$ cat src/rtl/alu_bist_pkg.sv
// Shared types and constants for the ALU built-in self-test controller:
// FSM states, LFSR/MISR polynomials and where each operand field sits in the LFSR word.
package alu_bist_pkg;

  typedef enum logic [2:0] {
    ST_IDLE    = 3'd0,
    ST_APPLY   = 3'd1,
    ST_SETTLE  = 3'd2,
    ST_CAPTURE = 3'd3,
    ST_DONE    = 3'd4
  } bist_state_e;

  localparam logic [31:0] LFSR_TAPS = 32'h0040_0007;
  localparam logic [15:0] MISR_POLY = 16'h1021;

  localparam int unsigned OPA_LSB = 0;
  localparam int unsigned OPB_LSB = 16;
  localparam int unsigned CIN_BIT = 7;
  localparam int unsigned OPC_LSB = 24;

  function automatic logic [31:0] lfsr_step(input logic [31:0] l);
    return {l[30:0], 1'b0} ^ (l[31] ? LFSR_TAPS : 32'h0000_0000);
  endfunction

  function automatic logic [15:0] misr_step(input logic [15:0] s, input logic [15:0] din);
    return {s[14:0], 1'b0} ^ (s[15] ? MISR_POLY : 16'h0000) ^ din;
  endfunction

endpackage

$ cat src/rtl/alu_bist_ctrl_lfsr.sv
// 32-bit Galois LFSR used as the vector source; a zero seed is replaced by 1
// so the register can never lock up in the all-zero state.
module bist_lfsr32
  import alu_bist_pkg::*;
#(
  parameter logic [31:0] SEED = 32'h0000_0001
) (
  input  logic        clk,
  input  logic        rst_n,
  input  logic        load_i,
  input  logic        step_i,
  output logic [31:0] state_o
);

  localparam logic [31:0] SEED_EFF = (SEED == 32'h0000_0000) ? 32'h0000_0001 : SEED;

  logic [31:0] lfsr_q;
  logic [31:0] lfsr_d;

  // next state: reload has priority over stepping
  always_comb begin
    lfsr_d = lfsr_q;
    if (load_i) begin
      lfsr_d = SEED_EFF;
    end else if (step_i) begin
      lfsr_d = lfsr_step(lfsr_q);
    end else begin
      lfsr_d = lfsr_q;
    end
  end

  // state register
  always_ff @(posedge clk or negedge rst_n) begin
    if (!rst_n) begin
      lfsr_q <= SEED_EFF;
    end else begin
      lfsr_q <= lfsr_d;
    end
  end

  assign state_o = lfsr_q;

endmodule

$ cat src/rtl/alu_bist_ctrl.sv
// ALU self-test controller: drives LFSR vectors into the ALU, folds each response
// into a 16-bit MISR and flags pass when the final signature matches GOLDEN_SIG.
module alu_bist_ctrl
  import alu_bist_pkg::*;
#(
  parameter int unsigned NUM_VECTORS   = 6,
  parameter int unsigned SETTLE_CYCLES = 1,
  parameter logic [31:0] SEED          = 32'h0000_0001,
  parameter logic [15:0] GOLDEN_SIG    = 16'h0000
) (
  input  logic        clk,
  input  logic        rst_n,
  input  logic        start,
  output logic [15:0] alu_a,
  output logic [15:0] alu_b,
  output logic        alu_cin,
  output logic [2:0]  alu_opc,
  input  logic [15:0] alu_w,
  input  logic        alu_zer,
  input  logic        alu_neg,
  output logic        busy,
  output logic        done,
  output logic        pass,
  output logic [15:0] signature
);

  localparam logic [15:0] LAST_VEC    = 16'(NUM_VECTORS - 1);
  localparam logic [15:0] LAST_SETTLE = 16'(SETTLE_CYCLES - 1);

  bist_state_e state_q;
  logic [15:0] settle_q;
  logic [15:0] count_q;
  logic [15:0] sig_q;
  logic [15:0] alu_a_q;
  logic [15:0] alu_b_q;
  logic        alu_cin_q;
  logic [2:0]  alu_opc_q;
  logic        busy_q;
  logic        done_q;
  logic        pass_q;

  logic [31:0] lfsr_state;
  logic        lfsr_load;
  logic        lfsr_step_en;
  logic [15:0] din;
  logic [15:0] sig_d;

  bist_lfsr32 #(
    .SEED(SEED)
  ) u_lfsr (
    .clk    (clk),
    .rst_n  (rst_n),
    .load_i (lfsr_load),
    .step_i (lfsr_step_en),
    .state_o(lfsr_state)
  );

  // LFSR control: reload on an accepted start, step once per applied vector
  always_comb begin
    lfsr_load    = 1'b0;
    lfsr_step_en = 1'b0;
    case (state_q)
      ST_IDLE, ST_DONE: lfsr_load = start;
      ST_APPLY:         lfsr_step_en = 1'b1;
      default: begin
        lfsr_load    = 1'b0;
        lfsr_step_en = 1'b0;
      end
    endcase
  end

  assign din   = alu_w ^ {14'd0, alu_neg, alu_zer};
  assign sig_d = misr_step(sig_q, din);

  // sequencer with registered ALU operands, status flags and MISR
  always_ff @(posedge clk or negedge rst_n) begin
    if (!rst_n) begin
      state_q   <= ST_IDLE;
      settle_q  <= 16'd0;
      count_q   <= 16'd0;
      sig_q     <= 16'd0;
      alu_a_q   <= 16'd0;
      alu_b_q   <= 16'd0;
      alu_cin_q <= 1'b0;
      alu_opc_q <= 3'd0;
      busy_q    <= 1'b0;
      done_q    <= 1'b0;
      pass_q    <= 1'b0;
    end else begin
      case (state_q)
        ST_IDLE, ST_DONE: begin
          if (start) begin
            state_q <= ST_APPLY;
            sig_q   <= 16'd0;
            count_q <= 16'd0;
            busy_q  <= 1'b1;
            done_q  <= 1'b0;
            pass_q  <= 1'b0;
          end
        end
        ST_APPLY: begin
          alu_a_q   <= lfsr_state[OPA_LSB +: 16];
          alu_b_q   <= lfsr_state[OPB_LSB +: 16];
          alu_cin_q <= lfsr_state[CIN_BIT];
          alu_opc_q <= lfsr_state[OPC_LSB +: 3];
          settle_q  <= 16'd0;
          state_q   <= ST_SETTLE;
        end
        ST_SETTLE: begin
          if (settle_q == LAST_SETTLE) begin
            state_q <= ST_CAPTURE;
          end else begin
            settle_q <= settle_q + 16'd1;
          end
        end
        ST_CAPTURE: begin
          sig_q   <= sig_d;
          count_q <= count_q + 16'd1;
          // pass is judged on the signature being written this cycle
          if (count_q == LAST_VEC) begin
            state_q <= ST_DONE;
            busy_q  <= 1'b0;
            done_q  <= 1'b1;
            pass_q  <= (sig_d == GOLDEN_SIG);
          end else begin
            state_q <= ST_APPLY;
          end
        end
        default: begin
          state_q <= ST_IDLE;
          busy_q  <= 1'b0;
          done_q  <= 1'b0;
          pass_q  <= 1'b0;
        end
      endcase
    end
  end

  assign alu_a     = alu_a_q;
  assign alu_b     = alu_b_q;
  assign alu_cin   = alu_cin_q;
  assign alu_opc   = alu_opc_q;
  assign busy      = busy_q;
  assign done      = done_q;
  assign pass      = pass_q;
  assign signature = sig_q;

endmodule

$ cat config.mk
export PLATFORM = sky130hd
export DESIGN_NAME = alu_bist_ctrl
export DESIGN_NICKNAME = d
export VERILOG_FILES = /design/src/rtl/alu_bist_pkg.sv /design/src/rtl/alu_bist_ctrl_lfsr.sv /design/src/rtl/alu_bist_ctrl.sv
export SDC_FILE = /design/constraint.sdc
export NUM_CORES = 1
export LEC_CHECK = 0
export ABC_CLOCK_PERIOD_IN_PS = 1900
export CAP_MARGIN = 20
export CELL_PAD_IN_SITES_DETAIL_PLACEMENT = 0
export CELL_PAD_IN_SITES_GLOBAL_PLACEMENT = 1
export CORE_AREA = 2 2 202 125
export CTS_CLUSTER_DIAMETER = 80
export DETAILED_ROUTE_END_ITERATION = 12
export DIE_AREA = 0 0 204 127
export PLACE_DENSITY_LB_ADDON = 0.1
export SYNTH_ARGS = -nofsm -noshare
export SYNTH_HDL_FRONTEND = slang
export SYNTH_HIERARCHICAL = 1
export SYNTH_SLANG_ARGS = --single-unit
$ cat constraint.sdc
create_clock -name clk -period 1.9 [get_ports clk]
set_input_delay 0.57 -clock clk [delete_from_list [all_inputs] [get_ports clk]]
set_output_delay 0.57 -clock clk [all_outputs]
set_load 0.1 [all_outputs]
==> results.toml <==
[power]
vdd_ir_drop_max_mv = 1.082
powerDensity_mw_per_mm2 = 1979
leakage_nw = 3.647
p_sw_mw = 7.427
swShare_pct = 47.72
comb_power_share_pct = 54.0
intPower_mw = 8.136
p_clk_share_pct = 18.9
seqPwrFrac_pct = 27.1

[route]
firstDrtPassIters = 4
wl_per_cell_um = 14.81
wl_um = 14320
vias = 4107
drt_iter0_drc = 194
drc = 0
antenna_left = 0
vias_per_cell = 4.247

[timing]
min_period_ns = 1.817
grt_setup_unrepaired = "yes"
post-route-period-util_pct = 95.64
hold_viol = 0
fmax_ghz = 0.5503
fin_worst_skew_ns = 0.01187
slew_headroom_pct = 69.76
setup-tns-final_ns = 0
setup_violations = 0
tightest_slew_ns = 0.4494
slew_viol_final = 0

[synth]
yosysSeqAreaShare_pct = 54.18
syn-num-nets = 559
ys.flop_type = "dfrtp_1"
synth_top_family_by_area = "simple AND/OR/NAND/NOR gates"
synth_fa_ha_area_share_pct = 0.9179
ys_ff_latch = 118
post-synth-top-area-cell = "dfrtp_1"
synth_compound_area_share_pct = 7.802
ys_async_sr_fraction_pct = 100.0
yosysUniqueCellTypes = 54
synthCells = 534
ys_top_cells_by_count = "126 x nand2_1, 117 x dfrtp_1, 40 x nor2_1"
synth_top_area_share_pct = 53.69
synth_area_sq_mm = 0.005453
synthTopCellsByArea = "dfrtp_1 54%, nand2_1 8.7%, mux2i_1 7.0%, xor2_1 3.2%, nor2_1 2.8%"
synth_most_common_cell = "nand2_1"
synthSimpleGateAreaFrac_pct = 21.06
synth_edf_count = 0
syn_avg_cell_area_sq_um = 10.21
ys_warn_count = 6
synth.mux.area_fraction_pct = 7.182
synth_xor_area_share_pct = 4.658

[clocking]
cts_buffer_depth = 2
htree_levels = 4
clk_latency_ns = 0.43
numCtsBuffers = 17
cts_sinks = 118
cts_tree = "done"
cts_root_buffer = "clkbuf_16"
clkTransAtPathRegs_ns = 0.05

[critical_path]
worstPathArrival_ns = 2.11
worstSetupPathType = "flip-flop to flip-flop"
ff2ff_path_depth = 5
regToRegEndpoint = "busy"
critPathMaxFanout = 4
start_kind = "flip-flop"
reg2reg_setup_slack_ns = 0.08
crit_path_end_kind = "flip-flop"
critical_path_required_ns = 2.19
timing.rr.start = "count_q[3]"

[floorplan]
dieHeight_um = 127
die_area_sq_mm = 0.02591
die_w_um = 204
ios = 76
num_rows = 44
start_util_pct = 22.82
coreArea_sq_mm = 0.02389

[placed_design]
port_buffers = 75
dpl.cell_count = 933
place.gp.congestion = 0.7357
dp.final_hpwl_um = 9720

[grt]
grt_pass1_vias = 4274
antenna_found_initial = 0
grt-ovfl-total = 0
grt_max_degree = 65
grt_use_total_pct = 11.83
grt_pass1_wl_um = 23510

[finish]
instances_no_fill = 967
syn_to_final_growth_pct = 44.26
final_net_count = 657
num_antenna_cells = 0
drive_above_1_share_pct = 21.86

[run]
drv_cap = 0

[worst_hold_path]
hold_class = "flip-flop to flip-flop"
hold_start = "count_q[15]"
holdPathEnd = "count_q[15]"
hold-path-cell-count = 1

[run_status]
status = "finished clean"
-- power groups by stage --
stage	Clock [mW]	Sequential, mW	Combinational, mW
4_1_cts	3.04	4.23	8.48
2_1_floorplan	0	6.99	2.48
6_report	2.94	4.21	8.41
5_1_grt	3.18	4.35	8.86
3_3_place_gp	0	4.25	8.39
3_5_place_dp	0	4.26	8.40
-- area by class of cell --
type,count,area (sq um)
inverters,8,31.28
well taps,322,402.9
clock buffers,27,503.0
repair buffers,110,1627
flip-flops and latches,118,2960
clock inverters,5,25.02
multi-input cells,377,2317
fillers,2449,16030
-- cell families (layout without fill, tap and decap cells) --
kind of cell,after synthesis,in the layout
adders and majority gates,4,4
xor gates and xnor gates,29,29
buffers and inverters,39,150
and+or+nand+nor,244,244
DFF,118,118
AOI/OAI and AO/OA,61,61
muxes,39,39
-- how the worst max path moves through the flow --
stage,start,to,cells after the start
final,count_q[3],busy,5
after global placement,start,count_q[10],7
after floorplan,state_q[2],u_lfsr/state_o[10],9
after global routing,count_q[3],busy,5
after detailed placement,start,count_q[10],7
after CTS,count_q[3],busy,5
-- metrics by stage --
step           hold WS [ns]  setup slack (ns)  utilization [%]  power [mW]  area [sq um]
6_report             0.4730           0.08293            32.92       15.56          7866
5_1_grt              0.4983          -0.02072            32.92       16.39          7866
4_1_cts              0.4807          0.008284            32.82       15.76          7843
3_5_place_dp         0.4256           -0.2593            30.44       12.66          7272
3_3_place_gp         0.4211           -0.2538            30.44       12.64          7272
2_1_floorplan        0.2744           0.01873                -       9.464          5458
-- sequential cells by signal, summed over array words and instances, names as in the netlist --
signal,flops
pass,1
u_lfsr/state_o,32
state_q,3
busy,1
settle_q,16
alu_b,16
count_q,16
alu_a,16
signature,16
done,1
-- per-layer routing --
metal | GRT usage [%] | part of all wire (%)
met1 | 17.79 | 56
met2 | 15.55 | 40
met3 | 3.776 | 3.1
met4 | 4.220 | 1.3
met5 | 0 | 0
-- what timing repair did --
action | in CTS | in global routing
hold buffers | 1 | 0
pin swaps | 1 | 3
setup buffers | 0 | 1
endpoints found under the setup margin | 5 | 7
gates resized for setup | 6 | 3
endpoints found under the hold margin | 7 | 0
-- worst max-delay path: stages (launching register included) --
cell	delay [ns]
dfrtp_1	0.41
or4b_4	0.59
nor4_4	0.30
buf_4	0.18
and2_1	0.13
o21ai_0	0.08
-- cell usage in the layout, fill, tap and decap left out, types with 8 or more instances in the layout --
cell	count
nand4_1	8
mux2i_1	38
dfrtp_1	112
clkdlybuf4s50_1	19
nor3_1	10
buf_4	30
o21ai_0	15
clkbuf_16	17
nand3_1	11
buf_12	60
nor2_1	40
a21oi_1	9
xor2_1	20
xnor2_1	9
a22o_1	14
nand2_1	126
No activity file was read; power rests on OpenSTA's default activity.
